==> src/rtl/load_unit_pkg.sv <==
// Shared types for the haze-cpu load/store path.
// Load sizes, load FSM states and the alignment-fault rule.
package haze_lsu_pkg;

    localparam int LANE_BITS = 2;

    typedef enum logic [1:0] {
        SIZE_BYTE    = 2'b00,
        SIZE_HALF    = 2'b01,
        SIZE_WORD    = 2'b10,
        SIZE_ILLEGAL = 2'b11
    } load_size_t;

    typedef enum logic [1:0] {
        IDLE,
        REQ,
        WAIT,
        RESP
    } load_state_t;

    function automatic logic load_fault(
        input load_size_t             s,
        input logic [LANE_BITS-1:0]   a
    );
        logic f;
        f = 1'b0;
        unique case (s)
            SIZE_HALF:    f = a[0];
            SIZE_WORD:    f = |a;
            SIZE_ILLEGAL: f = 1'b1;
            default:      f = 1'b0;
        endcase
        return f;
    endfunction

endpackage

==> src/rtl/load_unit_if.sv <==
// Pipeline, data-memory and writeback signals of the load unit.
// slave is the unit side, master the pipeline/memory side.
interface load_unit_if #(
    parameter int DATA_WIDTH = 32,
    parameter int ADDR_WIDTH = 32,
    parameter int RD_WIDTH   = 5
);
    logic                  i_Valid;
    logic                  o_Ready;
    logic [ADDR_WIDTH-1:0] i_Address;
    logic [1:0]            i_Size;
    logic                  i_Unsigned;
    logic [RD_WIDTH-1:0]   i_Rd;
    logic                  o_MemReq;
    logic [ADDR_WIDTH-1:0] o_MemAddr;
    logic                  i_MemGnt;
    logic                  i_MemRValid;
    logic [DATA_WIDTH-1:0] i_MemRData;
    logic                  i_MemErr;
    logic                  o_WbValid;
    logic                  i_WbReady;
    logic [DATA_WIDTH-1:0] o_WbData;
    logic [RD_WIDTH-1:0]   o_WbRd;
    logic                  o_Fault;

    modport slave (
        input  i_Valid, i_Address, i_Size, i_Unsigned, i_Rd,
        input  i_MemGnt, i_MemRValid, i_MemRData, i_MemErr,
        input  i_WbReady,
        output o_Ready, o_MemReq, o_MemAddr,
        output o_WbValid, o_WbData, o_WbRd, o_Fault
    );

    modport master (
        output i_Valid, i_Address, i_Size, i_Unsigned, i_Rd,
        output i_MemGnt, i_MemRValid, i_MemRData, i_MemErr,
        output i_WbReady,
        input  o_Ready, o_MemReq, o_MemAddr,
        input  o_WbValid, o_WbData, o_WbRd, o_Fault
    );
endinterface

==> src/rtl/extender_NtoM.sv <==
// Widens an N-bit value to M bits by zero or sign extension.
module extender_NtoM #(
    parameter int N = 8,
    parameter int M = 32
) (
    input  logic [N-1:0] i_Data,
    input  logic         i_Signed,
    output logic [M-1:0] o_Data
);
    assign o_Data = {{(M-N){i_Signed & i_Data[N-1]}}, i_Data};
endmodule

==> src/rtl/load_unit_align.sv <==
// Picks the addressed lane out of a read word and extends it.
module load_align
    import haze_lsu_pkg::*;
#(
    parameter int DATA_WIDTH = 32
) (
    input  logic [DATA_WIDTH-1:0] i_RData,
    input  logic [LANE_BITS-1:0]  i_Lane,
    input  load_size_t            i_Size,
    input  logic                  i_Unsigned,
    output logic [DATA_WIDTH-1:0] o_Data
);
    logic [DATA_WIDTH-1:0] lane_w;
    logic [DATA_WIDTH-1:0] byte_ext;
    logic [DATA_WIDTH-1:0] half_ext;

    assign lane_w = i_RData >> {i_Lane, 3'b000};

    extender_NtoM #(.N(8), .M(DATA_WIDTH)) u_ext_b (
        .i_Data   (lane_w[7:0]),
        .i_Signed (~i_Unsigned),
        .o_Data   (byte_ext)
    );

    extender_NtoM #(.N(16), .M(DATA_WIDTH)) u_ext_h (
        .i_Data   (lane_w[15:0]),
        .i_Signed (~i_Unsigned),
        .o_Data   (half_ext)
    );

    always_comb begin
        o_Data = '0;
        unique case (i_Size)
            SIZE_BYTE: o_Data = byte_ext;
            SIZE_HALF: o_Data = half_ext;
            SIZE_WORD: o_Data = lane_w;
            default:   o_Data = '0;
        endcase
    end
endmodule

==> src/rtl/load_unit.sv <==
// Single-outstanding data-memory load sequencer for the memory stage.
module load_unit
    import haze_lsu_pkg::*;
#(
    parameter int DATA_WIDTH = 32,
    parameter int ADDR_WIDTH = 32,
    parameter int RD_WIDTH   = 5
) (
    input  logic       i_CLK,
    input  logic       i_RSTn,
    load_unit_if.slave bus
);
    load_state_t           state_q, state_d;
    logic [ADDR_WIDTH-1:0] addr_q, addr_d;
    load_size_t            size_q, size_d;
    logic                  uns_q, uns_d;
    logic [RD_WIDTH-1:0]   rd_q, rd_d;
    logic [DATA_WIDTH-1:0] data_q, data_d;
    logic                  fault_q, fault_d;
    logic [DATA_WIDTH-1:0] aligned;
    load_size_t            in_size;

    assign in_size = load_size_t'(bus.i_Size);

    load_align #(.DATA_WIDTH(DATA_WIDTH)) u_align (
        .i_RData    (bus.i_MemRData),
        .i_Lane     (addr_q[LANE_BITS-1:0]),
        .i_Size     (size_q),
        .i_Unsigned (uns_q),
        .o_Data     (aligned)
    );

    always_ff @(posedge i_CLK or negedge i_RSTn) begin
        if (!i_RSTn) begin
            state_q <= IDLE;
            addr_q  <= '0;
            size_q  <= SIZE_BYTE;
            uns_q   <= 1'b0;
            rd_q    <= '0;
            data_q  <= '0;
            fault_q <= 1'b0;
        end else begin
            state_q <= state_d;
            addr_q  <= addr_d;
            size_q  <= size_d;
            uns_q   <= uns_d;
            rd_q    <= rd_d;
            data_q  <= data_d;
            fault_q <= fault_d;
        end
    end

    always_comb begin
        state_d = state_q;
        addr_d  = addr_q;
        size_d  = size_q;
        uns_d   = uns_q;
        rd_d    = rd_q;
        data_d  = data_q;
        fault_d = fault_q;
        unique case (state_q)
            IDLE: begin
                if (bus.i_Valid) begin
                    addr_d  = bus.i_Address;
                    size_d  = in_size;
                    uns_d   = bus.i_Unsigned;
                    rd_d    = bus.i_Rd;
                    data_d  = '0;
                    fault_d = load_fault(in_size,
                                         bus.i_Address[LANE_BITS-1:0]);
                    // Faulting loads never touch the bus.
                    state_d = fault_d ? RESP : REQ;
                end
            end
            REQ: begin
                if (bus.i_MemGnt) state_d = WAIT;
            end
            WAIT: begin
                if (bus.i_MemRValid) begin
                    state_d = RESP;
                    fault_d = bus.i_MemErr;
                    data_d  = bus.i_MemErr ? '0 : aligned;
                end
            end
            RESP: begin
                if (bus.i_WbReady) state_d = IDLE;
            end
            default: state_d = IDLE;
        endcase
    end

    assign bus.o_Ready   = (state_q == IDLE);
    assign bus.o_MemReq  = (state_q == REQ);
    assign bus.o_MemAddr = {addr_q[ADDR_WIDTH-1:LANE_BITS],
                            {LANE_BITS{1'b0}}};
    assign bus.o_WbValid = (state_q == RESP);
    assign bus.o_WbData  = data_q;
    assign bus.o_WbRd    = rd_q;
    assign bus.o_Fault   = fault_q;
endmodule

==> src/flat_wrapper.sv <==
// flat-port wrapper written by rule: the top's interface ports become plain ports
module load_unit_flat import haze_lsu_pkg::*;
#(
    parameter int DATA_WIDTH = 32,
    parameter int ADDR_WIDTH = 32,
    parameter int RD_WIDTH   = 5
)
  (i_CLK, i_RSTn, bus_i_Valid, bus_i_Address, bus_i_Size, bus_i_Unsigned, bus_i_Rd, bus_i_MemGnt, bus_i_MemRValid, bus_i_MemRData, bus_i_MemErr, bus_i_WbReady, bus_o_Ready, bus_o_MemReq, bus_o_MemAddr, bus_o_WbValid, bus_o_WbData, bus_o_WbRd, bus_o_Fault);
  load_unit_if #(.DATA_WIDTH(DATA_WIDTH), .ADDR_WIDTH(ADDR_WIDTH), .RD_WIDTH(RD_WIDTH)) bus_i ();
  input  logic i_CLK;
  input  logic i_RSTn;
  input wire logic [$bits(bus_i.i_Valid)-1:0] bus_i_Valid;
  input wire logic [$bits(bus_i.i_Address)-1:0] bus_i_Address;
  input wire logic [$bits(bus_i.i_Size)-1:0] bus_i_Size;
  input wire logic [$bits(bus_i.i_Unsigned)-1:0] bus_i_Unsigned;
  input wire logic [$bits(bus_i.i_Rd)-1:0] bus_i_Rd;
  input wire logic [$bits(bus_i.i_MemGnt)-1:0] bus_i_MemGnt;
  input wire logic [$bits(bus_i.i_MemRValid)-1:0] bus_i_MemRValid;
  input wire logic [$bits(bus_i.i_MemRData)-1:0] bus_i_MemRData;
  input wire logic [$bits(bus_i.i_MemErr)-1:0] bus_i_MemErr;
  input wire logic [$bits(bus_i.i_WbReady)-1:0] bus_i_WbReady;
  output wire logic [$bits(bus_i.o_Ready)-1:0] bus_o_Ready;
  output wire logic [$bits(bus_i.o_MemReq)-1:0] bus_o_MemReq;
  output wire logic [$bits(bus_i.o_MemAddr)-1:0] bus_o_MemAddr;
  output wire logic [$bits(bus_i.o_WbValid)-1:0] bus_o_WbValid;
  output wire logic [$bits(bus_i.o_WbData)-1:0] bus_o_WbData;
  output wire logic [$bits(bus_i.o_WbRd)-1:0] bus_o_WbRd;
  output wire logic [$bits(bus_i.o_Fault)-1:0] bus_o_Fault;
  assign bus_i.i_Valid = bus_i_Valid;
  assign bus_i.i_Address = bus_i_Address;
  assign bus_i.i_Size = bus_i_Size;
  assign bus_i.i_Unsigned = bus_i_Unsigned;
  assign bus_i.i_Rd = bus_i_Rd;
  assign bus_i.i_MemGnt = bus_i_MemGnt;
  assign bus_i.i_MemRValid = bus_i_MemRValid;
  assign bus_i.i_MemRData = bus_i_MemRData;
  assign bus_i.i_MemErr = bus_i_MemErr;
  assign bus_i.i_WbReady = bus_i_WbReady;
  assign bus_o_Ready = bus_i.o_Ready;
  assign bus_o_MemReq = bus_i.o_MemReq;
  assign bus_o_MemAddr = bus_i.o_MemAddr;
  assign bus_o_WbValid = bus_i.o_WbValid;
  assign bus_o_WbData = bus_i.o_WbData;
  assign bus_o_WbRd = bus_i.o_WbRd;
  assign bus_o_Fault = bus_i.o_Fault;
  load_unit #(.DATA_WIDTH(DATA_WIDTH), .ADDR_WIDTH(ADDR_WIDTH), .RD_WIDTH(RD_WIDTH)) u_core (.i_CLK(i_CLK), .i_RSTn(i_RSTn), .bus(bus_i));
endmodule
==> config.mk <==
export PLATFORM = sky130hd
export DESIGN_NAME = load_unit_flat
export DESIGN_NICKNAME = d
export VERILOG_FILES = /design/src/rtl/load_unit_pkg.sv /design/src/rtl/load_unit_if.sv /design/src/rtl/extender_NtoM.sv /design/src/rtl/load_unit_align.sv /design/src/rtl/load_unit.sv /design/src/flat_wrapper.sv
export SDC_FILE = /design/constraint.sdc
export NUM_CORES = 1
export LEC_CHECK = 0
export ABC_CLOCK_PERIOD_IN_PS = 4520
export CAP_MARGIN = 10
export CORE_MARGIN = 2
export CORE_UTILIZATION = 45
export DETAILED_ROUTE_END_ITERATION = 6
export PLACE_DENSITY = 0.94
export SYNTH_ARGS = -nofsm -noshare
export SYNTH_HDL_FRONTEND = slang
export SYNTH_SLANG_ARGS = --single-unit
==> constraint.sdc <==
create_clock -name i_CLK -period 4.52 [get_ports i_CLK]
set_input_delay 0.904 -clock i_CLK [delete_from_list [all_inputs] [get_ports i_CLK]]
set_output_delay 0.904 -clock i_CLK [all_outputs]
set_load 0.05 [all_outputs]
# After elaboration in Yosys (flattened, before gate mapping)

Index checks and enable logic that the tools add are counted.

Output and inout bits: 73
Logic and storage cells: 47
Input port bits: 79
Register bits after elaboration: 75

Shift-type cells: 1
Reduce and logical (&&, ||, !) cells: 7
Equality and inequality tests: 12
Bitwise gates (word level): 3
Multiplexer cells: 17

Operators by type and width:

| operator                                                         | count |
|---|---|
| 32-bit 2-to-1 mux                                                | 3 |
| 32-bit one-hot mux with 3 select lines                           | 1 |
| 32-bit one-hot mux with 2 select lines                           | 1 |
| 32-bit by 5-bit right shift with 32-bit output                   | 1 |
| 2-bit == test (second input constant)                            | 5 |
| 2-bit 2-to-1 mux                                                 | 5 |
| 2-bit inequality test (second input constant)                    | 4 |
| 2-bit one-hot mux with 4 select lines                            | 1 |
| 2-bit by 1-bit == test with 1-bit output (second input constant) | 3 |
| 2-bit logical NOT                                                | 2 |
| 1-bit 2-to-1 mux                                                 | 4 |
| 4-bit AND reduction                                              | 1 |
| 1-bit one-hot mux with 3 select lines                            | 1 |
| 3-bit AND reduction                                              | 1 |
| 1-bit bitwise AND                                                | 2 |
| 1-bit one-hot mux with 2 select lines                            | 1 |
| 2-bit AND reduction                                              | 1 |
| 2-bit nonzero test                                               | 1 |
| 2-bit OR reduction                                               | 1 |
| 1-bit inverter                                                   | 1 |

# Logic depth before layout (Yosys ltp)

Depth after elaboration: 7
Depth in mapped cells: 8
Depth with buffers taken out: 6

# Hierarchy

A second synthesis with hierarchy kept.

Cells, all modules: 499
Area total of the unflattened synthesis: 5,091.1 um^2

By module, submodules not included:

| module        | area an instance (um^2) | cells an instance | sequential area each (um^2) | times used |
|---|---|---|---|---|
| load_unit     | 3,424.5                 | 282               | 1,876.8                     | 1 |
| load_align    | 1,188.6                 | 153               | 0.0                         | 1 |
| extender_NtoM | 239.0                   | 32                | 0.0                         | 2 |

# Least setup slack after synthesis

OpenSTA, ideal clock, no wires.

Path type: register to register
Start: register u_core.state_q[0]
End: register u_core.data_q[18], in the netlist u_core.bus.o_WbData[18]
Period minus slack after synthesis: 2,134 ps
Required time: 4,394 ps
Buffers on the path: 1
Path slack: 2,386 ps
Cell stages (with the launch flop): 8
Setup time: 126 ps
Data arrival time: 2,008 ps
Cell sequence: dfrtp_1 -> inv_1 -> ha_1 -> inv_2 -> o2111ai_4 -> nor4b_4 -> buf_6 -> a221o_1

Word-level cells in the longest chain between the ends: 3
Elaborated cells between the ends (all ways): 7
Those cells by class: 3 x eq/ne; 1 x mux; 3 x reduce/logical

Ends and longest elaborated chain:

| element                                                                             | line               | source |
|---|---|---|
| from (decl)                                                                         | load_unit.sv:13    | `load_state_t state_q, state_d;` |
| from (signal assigned)                                                              | load_unit.sv:43    | `state_q <= state_d;` |
| 2-bit logical NOT *                                                                 | --                 |  |
| named net bus_o_Ready                                                               | flat_wrapper.sv:22 | `output wire logic [$bits(bus_i.o_Ready)-1:0] bus_o_Ready;` |
| 2-bit inequality test (no source line) / 2-bit nonzero test (equally long branches) | --                 |  |
| 3-bit AND reduction (no source line)                                                | --                 |  |
| to (signal assigned)                                                                | load_unit.sv:48    | `data_q <= data_d;` |
| to (decl)                                                                           | load_unit.sv:18    | `logic [DATA_WIDTH-1:0] data_q, data_d;` |

The timed path passes the listed nets; every way through them passes the cells marked *.
A chain may end at the register's enable or synchronous reset.

# Worst setup path in the final report

Start: register u_core.state_q[0]
End: output bus_o_Ready

Word-level cells in the longest chain between the ends: 1

Ends and longest elaborated chain:

| element           | line               | source |
|---|---|---|
| 2-bit logical NOT | load_unit.sv:92    | `assign bus.o_Ready = (state_q == IDLE);` |
| to (decl)         | flat_wrapper.sv:22 |  |

No other way between the ends.

==> out/qor.csv <==
stage,metric,value,unit
run_status,status,finished clean,
pwr,Sw Share,0.496,
cts,cts repair resizes,0,
yosys,#FFs+latches synth,75,
pwr,total net switching power,2.17,mW
layout,# nets final,498,
cts,CTS Root Cell,clkbuf_8,
yosys,Compound-Gate Fraction of Synth Area,0.134,
detailed_routing,Initial DRT Pass Iterations,5,
layout,fraction of layout cells with a size suffix above 1,0.181,
placement,Place WS,1.35,ns
pwr,peak supply drop,0.479,mV
grt,largest net degree at the start of global routing,76,
yosys,"EDFF count, synth",0,
detailed_routing,DR WL/cell,17.1,um
cts,Worst-Skew Late Latency,0.35,ns
cts,clock sinks,75,
yosys,Yosys top cell by area,dfrtp_1,
timing,Fmax,0.353,GHz
cts,post-CTS setup buffer count,0,
yosys,Synth Area in Adders,0.0132,
yosys,Post-Synth Simple-Gate Area,0.0591,
yosys,post-synthesis sequential area ratio,0.495,
cts,clock transition time at the flip-flop clock pins of the worst setup and hold paths,0.08,ns
hold_path,Hold Path Class,register to register,
timing,clock skew,0.0105,ns
setup_path,r2r setup slk,1.94,ns
timing,worst setup margin,1.69,ns
yosys,Area contributors post-synth,"dfrtp_1 50%, mux2_2 15%, buf_4 6.5%",
grt,vias in the first global route,2811,
floorplanning,DIE HEIGHT,95.8,um
yosys,largest family of logic cells by synthesized area,multiplexers,
pwr,Clk pwr share,0.108,
hold_path,Hold Path End,u_core.bus.o_WbData[7]$_DFFE_PN0P_,
setup_path,reg2reg start,u_core.state_q[0]$_DFFE_PN0P_,
timing,Slew HR,0.227,
timing,Slew @ Worst Pin,1.16,ns
setup_path,Critical Path End Type,primary output,
yosys,mux cell area share after synthesis,0.199,
layout,P&R area growth vs syn,39.0,%
grt,GRT Overall Usage,0.200,
grt,GR Overflow Total,0,
floorplanning,Die ar.,0.00917,mm^2
floorplanning,Starting Density,0.464,
timing,TNS Setup,0,ns
placement,I/O Buffers,149,
setup_path,critical path arrival,1.93,ns
floorplanning,Die Width,95.8,um
yosys,post-synthesis xor/xnor area fraction,0.00231,
yosys,Avg Inst Size Synth,12.5,um^2
timing,final worst path period share,0.626,
setup_path,Worst R2R Path Depth,6,
detailed_routing,Routed Antenna Nets,0,
detailed_routing,DRC,0,
grt,first-pass GRT wire length,14.0,mm
cts,CTS tree,yes,
yosys,Ys Warns,0,
detailed_routing,DRT Wirelength,8.96,mm
cts,hold_buf cts,0,
detailed_routing,routed vias,2795,
setup_path,peak fanout along the critical path,4,
setup_path,CP required,3.62,ns
hold_path,Hold Startpoint,u_core.bus.o_WbData[7]$_DFFE_PN0P_,
timing,final hold vios,0,
cts,H-tree lvl count,3,
setup_path,Crit Path Category,register to primary output,
cts,Max clock buf depth,2,
yosys,ys async rst share,1.00,
placement,final HPWL from detailed placement,6.68,mm
timing,RSZ-0062 raised after global routing,false,
timing,worst hold margin,0.503,ns
flow_run,Max Cap Violations,0,
pwr,Power Density,831,mW/mm^2
cts,CTS Buf Count,9,
placement,RePlAce Congestion,0.897,
grt,antenna violations before repair,0,
yosys,top-count cell post-synth,dfrtp_1,
floorplanning,Rows,33,
yosys,synthesized area,0.00379,mm^2
yosys,Mapped Cells,304,
pwr,Leak,2.20,nW
setup_path,startpoint type of the worst setup path,register,
pwr,combinational share of power,0.609,
detailed_routing,1st-iter DRT viols,109,
timing,final setup vio count,0,
floorplanning,core area,0.00818,mm^2
yosys,share of the synthesized area in the top cell type,0.495,
yosys,Unique masters post-synth,37,
timing,minimum clock period,2.83,ns
setup_path,R2R Path End,u_core.bus.o_Fault$_DFFE_PN0P_,
pwr,P_int,2.21,mW
yosys,Synth top cells by count,"75 x dfrtp_1, 49 x mux2_2, 33 x buf_4",
yosys,Most used DFF post-synth,dfrtp_1,
hold_path,Min-Delay Path Depth,1,
timing,count of pins over their slew limit,0,
pwr,Seq pwr share,0.283,
detailed_routing,vias per inst,5.32,
layout,# diodes,0,
floorplanning,IO Pins,152,
## cell usage in the layout (no fill, tap or decap), types with 2 or more instances in the layout
cell type,netlist,routed
clkdlybuf4s50_1,0,148
dfrtp_1,75,75
mux2_2,49,49
mux2i_1,17,17
a221o_1,16,16
a21oi_1,16,16
o2bb2ai_1,16,16
nor2_1,11,11
o21ai_0,10,10
clkbuf_8,0,9
nand3b_1,8,8
inv_1,4,4
nand2_1,4,4
ha_1,4,4
inv_6,0,3
buf_4,33,3
nand2b_1,2,2
or2_1,2,2
conb_1,1,2
clkinvlp_4,0,2
## per-stage QoR
| step | cell area, um^2 | instances | utilization | power (mW) |
|---|---|---|---|---|
| finish | 5270 | 525 | 0.644 | 4.38 |
| global route | 5270 | 525 | 0.644 | 4.61 |
| CTS | 5270 | 525 | 0.644 | 4.41 |
| detailed placement | 5090 | 509 | 0.622 | 3.92 |
| global placement | 5090 | 509 | 0.622 | 3.85 |
| floorplan | 3790 | 305 | - | 3.31 |
## state kept, by name (all words and copies together), names as in the netlist
signal and cells:
u_core.addr_q 32, u_core.bus.o_WbData 32, u_core.bus.o_WbRd 5, u_core.size_q 2, u_core.state_q 2, u_core.bus.o_Fault 1, u_core.uns_q 1
## cells by family (layout without fill, tap and decap cells)
family / Yosys count / count (layout)
flip-flops: 75 / 75
multiplexers: 68 / 68
AO/OA/AOI/OAI: 65 / 65
buffers and inverters: 57 / 172
AND/OR/NAND/NOR: 33 / 33
adder cells (fa/ha/maj): 4 / 4
other: 1 / 2
XOR/XNOR: 1 / 1
## layout make-up
class | instances | area [um^2]
multi-input combinational | 173 | 1560
timing repair buffer | 151 | 1500
tap | 105 | 131
clock inverter | 7 | 57.6
inverter | 5 | 18.8
sequential | 75 | 1880
fill | 602 | 2910
clock buffer | 9 | 124
## critical path, cell delays in order, from the launching register on
cell and delay [ns]:
dfrtp_1 0.41, inv_1 0.11, ha_1 0.24, clkdlybuf4s50_1 0.83
## worst max-delay path by stage
| stage | from | endpoint | slack, ns | cells after the start |
|---|---|---|---|---|
| 2_1_floorplan | u_core.state_q[0]$_DFFE_PN0P_ | u_core.bus.o_WbData[18]$_DFFE_PN0P_ | 2.39 | 7 |
| 5_1_grt | bus_i_MemErr | u_core.bus.o_WbData[20]$_DFFE_PN0P_ | 1.58 | 5 |
| 3_5_place_dp | bus_i_MemErr | u_core.bus.o_WbData[27]$_DFFE_PN0P_ | 1.35 | 5 |
| 3_3_place_gp | bus_i_MemRValid | u_core.bus.o_Fault$_DFFE_PN0P_ | 1.51 | 5 |
| 6_report | u_core.state_q[0]$_DFFE_PN0P_ | bus_o_Ready | 1.69 | 3 |
| 4_1_cts | u_core.state_q[0]$_DFFE_PN0P_ | bus_o_Ready | 1.68 | 3 |
## layer usage
metal / track usage / vias up / routed length [um]
met5: 0 / - / 0
met2: 0.332 / 106 / 4490
met4: 0.0571 / 0 / 80
met1: 0.244 / 1379 / 3560
met3: 0.0760 / 10 / 826
li1: - / 1300 / -
## power groups by stage
stage               sequential, mW  combinational, mW  clock [mW]
floorplan                     1.62               1.68           0
global placement              1.23               2.62           0
detailed placement            1.25               2.67           0
CTS                           1.24               2.68       0.488
global route                  1.28               2.81       0.519
finish                        1.24               2.67       0.473
Power figures use the tool's default switching activity.
